===== src/rtl/axi_arb_2x1.sv =====
// axi_arb_2x1: shares one AXI4 slave between two masters.
// Write (AW/B) and read (AR/R) paths are arbitrated independently with
// round-robin priority. Each path carries one transaction at a time and
// keeps its owner until the final response beat is accepted.
//
// Handshake rule: a transfer happens on a cycle where valid && ready are both
// high; valid never waits on ready, and the arbiter only routes ready from the
// slave back to the current owner (non-owners always see ready = 0).
module axi_arb_2x1 #(
   parameter int ADDR_WIDTH = 32,
   parameter int DATA_WIDTH = 32,
   parameter int ID_WIDTH   = 4
) (
   input  logic                  clk,
   input  logic                  reset,
   // master 0 write
   input  logic                  m0_awvalid,
   input  logic [ADDR_WIDTH-1:0] m0_awaddr,
   input  logic [ID_WIDTH-1:0]   m0_awid,
   input  logic [7:0]            m0_awlen,
   output logic                  m0_awready,
   output logic                  m0_bvalid,
   output logic [ID_WIDTH-1:0]   m0_bid,
   output logic [1:0]            m0_bresp,
   input  logic                  m0_bready,
   // master 0 read
   input  logic                  m0_arvalid,
   input  logic [ADDR_WIDTH-1:0] m0_araddr,
   input  logic [ID_WIDTH-1:0]   m0_arid,
   input  logic [7:0]            m0_arlen,
   output logic                  m0_arready,
   output logic                  m0_rvalid,
   output logic [DATA_WIDTH-1:0] m0_rdata,
   output logic [ID_WIDTH-1:0]   m0_rid,
   output logic [1:0]            m0_rresp,
   output logic                  m0_rlast,
   input  logic                  m0_rready,
   // master 1 write
   input  logic                  m1_awvalid,
   input  logic [ADDR_WIDTH-1:0] m1_awaddr,
   input  logic [ID_WIDTH-1:0]   m1_awid,
   input  logic [7:0]            m1_awlen,
   output logic                  m1_awready,
   output logic                  m1_bvalid,
   output logic [ID_WIDTH-1:0]   m1_bid,
   output logic [1:0]            m1_bresp,
   input  logic                  m1_bready,
   // master 1 read
   input  logic                  m1_arvalid,
   input  logic [ADDR_WIDTH-1:0] m1_araddr,
   input  logic [ID_WIDTH-1:0]   m1_arid,
   input  logic [7:0]            m1_arlen,
   output logic                  m1_arready,
   output logic                  m1_rvalid,
   output logic [DATA_WIDTH-1:0] m1_rdata,
   output logic [ID_WIDTH-1:0]   m1_rid,
   output logic [1:0]            m1_rresp,
   output logic                  m1_rlast,
   input  logic                  m1_rready,
   // slave write
   output logic                  s_awvalid,
   output logic [ADDR_WIDTH-1:0] s_awaddr,
   output logic [ID_WIDTH-1:0]   s_awid,
   output logic [7:0]            s_awlen,
   input  logic                  s_awready,
   input  logic                  s_bvalid,
   input  logic [ID_WIDTH-1:0]   s_bid,
   input  logic [1:0]            s_bresp,
   output logic                  s_bready,
   // slave read
   output logic                  s_arvalid,
   output logic [ADDR_WIDTH-1:0] s_araddr,
   output logic [ID_WIDTH-1:0]   s_arid,
   output logic [7:0]            s_arlen,
   input  logic                  s_arready,
   input  logic                  s_rvalid,
   input  logic [DATA_WIDTH-1:0] s_rdata,
   input  logic [ID_WIDTH-1:0]   s_rid,
   input  logic [1:0]            s_rresp,
   input  logic                  s_rlast,
   output logic                  s_rready,
   // path state for observation (IDLE=0, ADDR=1, RESP=2)
   output logic [1:0]            dbg_wr_state,
   output logic [1:0]            dbg_rd_state
);

   typedef enum logic [1:0] {ST_IDLE = 2'd0, ST_ADDR = 2'd1, ST_RESP = 2'd2} state_t;

   state_t wr_state_q, wr_state_d, rd_state_q, rd_state_d;
   logic   wr_owner_q, wr_owner_d, wr_last_q, wr_last_d;
   logic   rd_owner_q, rd_owner_d, rd_last_q, rd_last_d;

   assign dbg_wr_state = wr_state_q;
   assign dbg_rd_state = rd_state_q;

   // State, owner and last-grant registers; last-grant resets to 1 so m0 wins the first tie.
   always_ff @(posedge clk) begin
      if (reset) begin
         wr_state_q <= ST_IDLE;
         wr_owner_q <= 1'b0;
         wr_last_q  <= 1'b1;
         rd_state_q <= ST_IDLE;
         rd_owner_q <= 1'b0;
         rd_last_q  <= 1'b1;
      end else begin
         wr_state_q <= wr_state_d;
         wr_owner_q <= wr_owner_d;
         wr_last_q  <= wr_last_d;
         rd_state_q <= rd_state_d;
         rd_owner_q <= rd_owner_d;
         rd_last_q  <= rd_last_d;
      end
   end

   // Write path: grant, AW mux, and B routing by owner.
   always_comb begin
      wr_state_d = wr_state_q;
      wr_owner_d = wr_owner_q;
      wr_last_d  = wr_last_q;
      s_awvalid  = 1'b0;
      s_awaddr   = '0;
      s_awid     = '0;
      s_awlen    = '0;
      s_bready   = 1'b0;
      m0_awready = 1'b0;
      m1_awready = 1'b0;
      m0_bvalid  = 1'b0;
      m0_bid     = '0;
      m0_bresp   = '0;
      m1_bvalid  = 1'b0;
      m1_bid     = '0;
      m1_bresp   = '0;
      case (wr_state_q)
         ST_IDLE: begin
            if (m0_awvalid || m1_awvalid) begin
               wr_owner_d = (m0_awvalid && m1_awvalid) ? ~wr_last_q : m1_awvalid;
               wr_state_d = ST_ADDR;
            end
         end
         ST_ADDR: begin
            if (wr_owner_q) begin
               s_awvalid  = m1_awvalid;
               s_awaddr   = m1_awaddr;
               s_awid     = m1_awid;
               s_awlen    = m1_awlen;
               m1_awready = s_awready;
            end else begin
               s_awvalid  = m0_awvalid;
               s_awaddr   = m0_awaddr;
               s_awid     = m0_awid;
               s_awlen    = m0_awlen;
               m0_awready = s_awready;
            end
            if (s_awvalid && s_awready) wr_state_d = ST_RESP;
         end
         ST_RESP: begin
            if (wr_owner_q) begin
               m1_bvalid = s_bvalid;
               m1_bid    = s_bid;
               m1_bresp  = s_bresp;
               s_bready  = m1_bready;
            end else begin
               m0_bvalid = s_bvalid;
               m0_bid    = s_bid;
               m0_bresp  = s_bresp;
               s_bready  = m0_bready;
            end
            if (s_bvalid && s_bready) begin
               wr_state_d = ST_IDLE;
               wr_last_d  = wr_owner_q;
            end
         end
         default: wr_state_d = ST_IDLE;
      endcase
   end

   // Read path: grant, AR mux, and R routing by owner until the rlast beat.
   always_comb begin
      rd_state_d = rd_state_q;
      rd_owner_d = rd_owner_q;
      rd_last_d  = rd_last_q;
      s_arvalid  = 1'b0;
      s_araddr   = '0;
      s_arid     = '0;
      s_arlen    = '0;
      s_rready   = 1'b0;
      m0_arready = 1'b0;
      m1_arready = 1'b0;
      m0_rvalid  = 1'b0;
      m0_rdata   = '0;
      m0_rid     = '0;
      m0_rresp   = '0;
      m0_rlast   = 1'b0;
      m1_rvalid  = 1'b0;
      m1_rdata   = '0;
      m1_rid     = '0;
      m1_rresp   = '0;
      m1_rlast   = 1'b0;
      case (rd_state_q)
         ST_IDLE: begin
            if (m0_arvalid || m1_arvalid) begin
               rd_owner_d = (m0_arvalid && m1_arvalid) ? ~rd_last_q : m1_arvalid;
               rd_state_d = ST_ADDR;
            end
         end
         ST_ADDR: begin
            if (rd_owner_q) begin
               s_arvalid  = m1_arvalid;
               s_araddr   = m1_araddr;
               s_arid     = m1_arid;
               s_arlen    = m1_arlen;
               m1_arready = s_arready;
            end else begin
               s_arvalid  = m0_arvalid;
               s_araddr   = m0_araddr;
               s_arid     = m0_arid;
               s_arlen    = m0_arlen;
               m0_arready = s_arready;
            end
            if (s_arvalid && s_arready) rd_state_d = ST_RESP;
         end
         ST_RESP: begin
            if (rd_owner_q) begin
               m1_rvalid = s_rvalid;
               m1_rdata  = s_rdata;
               m1_rid    = s_rid;
               m1_rresp  = s_rresp;
               m1_rlast  = s_rlast;
               s_rready  = m1_rready;
            end else begin
               m0_rvalid = s_rvalid;
               m0_rdata  = s_rdata;
               m0_rid    = s_rid;
               m0_rresp  = s_rresp;
               m0_rlast  = s_rlast;
               s_rready  = m0_rready;
            end
            if (s_rvalid && s_rready && s_rlast) begin
               rd_state_d = ST_IDLE;
               rd_last_d  = rd_owner_q;
            end
         end
         default: rd_state_d = ST_IDLE;
      endcase
   end

endmodule


===== config.mk =====
export PLATFORM = sky130hd
export DESIGN_NAME = axi_arb_2x1
export DESIGN_NICKNAME = d
export VERILOG_FILES = /design/src/rtl/axi_arb_2x1.sv
export SDC_FILE = /design/constraint.sdc
export NUM_CORES = 1
export LEC_CHECK = 0
export CAP_MARGIN = 20
export CORE_AREA = 2 2 165 167
export CTS_CLUSTER_DIAMETER = 50
export CTS_CLUSTER_SIZE = 20
export DETAILED_ROUTE_END_ITERATION = 8
export DIE_AREA = 0 0 167 169
export SYNTH_ARGS = -nofsm -noshare
export SYNTH_HDL_FRONTEND = slang
export SYNTH_SLANG_ARGS = --single-unit

===== constraint.sdc =====
create_clock -name clk -period 1.2 [get_ports clk]
set_input_delay 0.18 -clock clk [delete_from_list [all_inputs] [get_ports clk]]
set_output_delay 0.18 -clock clk [all_outputs]
set_load 0.01 [all_outputs]

==> flow_summary.json <==
{
  "synth_area_leaders": "mux2i_1, and2_1, nor2_1",
  "hold_violations": 0,
  "clk_latency_ns": 0.23,
  "cts_buffers": 3,
  "power_leakage_nw": 4.03,
  "slew_violations": 0,
  "tightest_slew_ns": 0.278,
  "top_usage_layer": "met2",
  "cts.sinks": 8,
  "setup_slack_ns": -0.446,
  "io_buffers": 428,
  "n_antenna_cell": 0,
  "finalSetupTns_ns": -67.68,
  "drive_gt1_frac": 0.546,
  "synthFlopType": "dfxtp_1",
  "dieArea_um2": 28200,
  "total_power_mw": 4.15,
  "crit_path_end_kind": "output port",
  "dpl_cell_area_um2": 7600,
  "final_util": 0.347,
  "synth.distinct_cells": 32,
  "synthMuxAreaShare": 0.381,
  "rows": 60,
  "drcViolationCount": 0,
  "yosys.area_share.simple": 0.451,
  "clock_skew_ns": 0.000385,
  "clk_path_buf_depth": 2,
  "async_reset_ff_frac": 0,
  "cp.arrival_ns": 1.47,
  "timing.rr.start": "wr_owner_q",
  "path_clk_slew_ns": 0.04,
  "p_sw_mw": 1.42,
  "violations": "setup timing",
  "synth.avg_cell_area_um2": 6.73,
  "pwr-share-seq": 0.075,
  "ff_latch_area_um2": 180,
  "io_pins": 429,
  "netlist_instances": 363,
  "grt_pass1_wl_mm": 26.0,
  "coreArea_um2": 26500,
  "finalCriticalPeriod_ns": 1.65,
  "synth_edf_count": 0,
  "multi_input_area_um2": 2840,
  "start_util": 0.0922,
  "drt_first_iter_violations": 76,
  "fill_cells": 2735,
  "grt_pass1_vias": 4518,
  "fin_cells": 1242,
  "drv_cap": 0,
  "swShare": 0.341,
  "slew-limit-headroom": 0.813,
  "power_frac_comb": 0.785,
  "synth-seq-area-share": 0.0656,
  "fmax_ghz": 0.608,
  "first_pass_iters": 4,
  "grt_max_degree": 21,
  "antenna_found_initial": 0,
  "wl_mm": 19.7,
  "die_h_um": 169,
  "via_per_inst": 3.75,
  "r2r_cells": 5,
  "whs_path_depth": 2,
  "fin_crit_sh": 1.37,
  "clock_power_share": 0.140,
  "r2r_slack_ns": -0.37,
  "power_density_nw_per_um2": 452,
  "setup_violations": 196,
  "tritoncts": "built",
  "grt.met1_usage": 0.134,
  "holdCritPathClass": "reg -> reg",
  "wl_per_cell_um": 15.9,
  "ir_drop_mv": 0.305,
  "synth_compound_area_frac": 0.0302,
  "use_met2": 0.227,
  "gp_congestion": 0.748,
  "synthAdderAreaFrac": 0,
  "fin_nets": 1138,
  "outcome": "complete, but fails checks",
  "netlist.area_leader.share": 0.381,
  "synth_top_family_by_area": "simple AND/OR/NAND/NOR gates",
  "die_w_um": 167,
  "startpoint_type": "register",
  "holdWs_ns": 0.519,
  "area_delta_synth_final_pct": 276,
  "hpwl_mm": 13.3,
  "final_area_um2": 9190,
  "dr_total_vias": 4662,
  "dp.cells": 1150,
  "pre_cts_slack_ns": -0.570,
  "grt_use_met3": 0.0262,
  "synth_warnings": 0,
  "hold_end": "rd_last_q",
  "synth_top_cell_by_area": "mux2i_1",
  "cts_max_level": 1,
  "crit_fanout": 5,
  "yosys_register_bits": 8,
  "crit_type": "reg -> out",
  "cts_root_buf": "clkbuf_16",
  "overflow": 0,
  "synth_nets": 598,
  "yosys.area_share.xor_xnor": 0,
  "grt_usage": 0.118,
  "syn_area_um2": 2440,
  "rsz0062_at_grt": "true",
  "p_int_mw": 2.74,
  "r2r-end": "wr_last_q",
  "min_from": "rd_last_q",
  "drtAntennaViolNets": 0,
  "required_ns": 1.02
}
[repair_timing]
action	CTS	global route
setup buffers	64	25
setup endpoints to repair	200	197
gates cloned	16	7
hold buffers	0	0
pin swaps	17	56
gates resized for setup	851	252
[synthesized netlist by cell type (3+ instances only)]
master / n
a21oi_1: 4
and2_1: 86
and3_1: 8
buf_1: 3
buf_2: 9
buf_4: 9
clkbuf_1: 10
dfxtp_1: 8
inv_1: 3
mux2i_1: 93
nand2_1: 5
nand2b_1: 3
nor2_1: 99
nor3_1: 5
[cell usage in the layout (no fill, tap or decap), drive strengths merged, types with 2 or more instances in the layout]
| cell type | count |
|---|---|
| clkdlybuf4s50 | 234 |
| clkbuf | 10 |
| and3 | 8 |
| and2 | 86 |
| nand2 | 5 |
| nor3 | 5 |
| dfxtp | 8 |
| mux2i | 93 |
| nor2 | 99 |
| buf | 324 |
| nand2b | 4 |
| inv | 4 |
| nor2b | 2 |
| a21oi | 4 |
[power by group through the flow]
stage	registers (mW)	logic (mW)	clock network (mW)
after floorplan	0.312	0.875	0
after global placement	0.308	2.55	0
after detailed placement	0.308	2.56	0
after CTS	0.313	2.98	0.616
after global routing	0.316	3.44	0.623
final	0.313	3.26	0.581
[worst max-delay path: stages, from the launching register on]
cell and delay (ns):
dfxtp_4 0.43, inv_4 0.06, nor2_4 0.15, buf_12 0.15, buf_12 0.11, buf_6 0.09, and2_1 0.11, buf_2 0.13
[registers in the layout, summed over array words and instances (netlist names)]
register and cells:
wr_last_q 1, dbg_wr_state 2, wr_owner_q 1, dbg_rd_state 2
rd_last_q 1, rd_owner_q 1
[cell families (layout without fill, tap and decap cells)]
family	after synthesis	in the layout
and+or+nand+nor	216	216
AOI/OAI and AO/OA	11	11
buffers and inverters	35	573
muxes	93	93
DFF	8	8
[worst max path at each step]
stage	from	end	slack, ns	cells past startpoint
after floorplan	dbg_wr_state[0]	wr_last_q	-0.03	3
after global placement	s_arready	m1_arready	-0.55	4
after detailed placement	s_arready	m1_arready	-0.57	4
after CTS	rd_owner_q	s_araddr[10]	-0.52	5
after global routing	rd_owner_q	s_araddr[24]	-0.51	6
final	rd_owner_q	m1_rlast	-0.45	7
[layout make-up]
cell class | instances | share of cell area
multi-input combinational | 320 | 0.308
clock buffer | 3 | 0.00817
inverter | 4 | 0.00191
tap | 341 | 0.0464
sequential | 8 | 0.0196
timing repair buffer | 566 | 0.615
[routing by layer]
layer  up-vias  wire length, µm
li1       2286                -
met1      2133             7720
met2       233            10600
met3        10             1300
met4         0              165
met5         -                0
No activity file was read; power rests on OpenSTA's default activity.
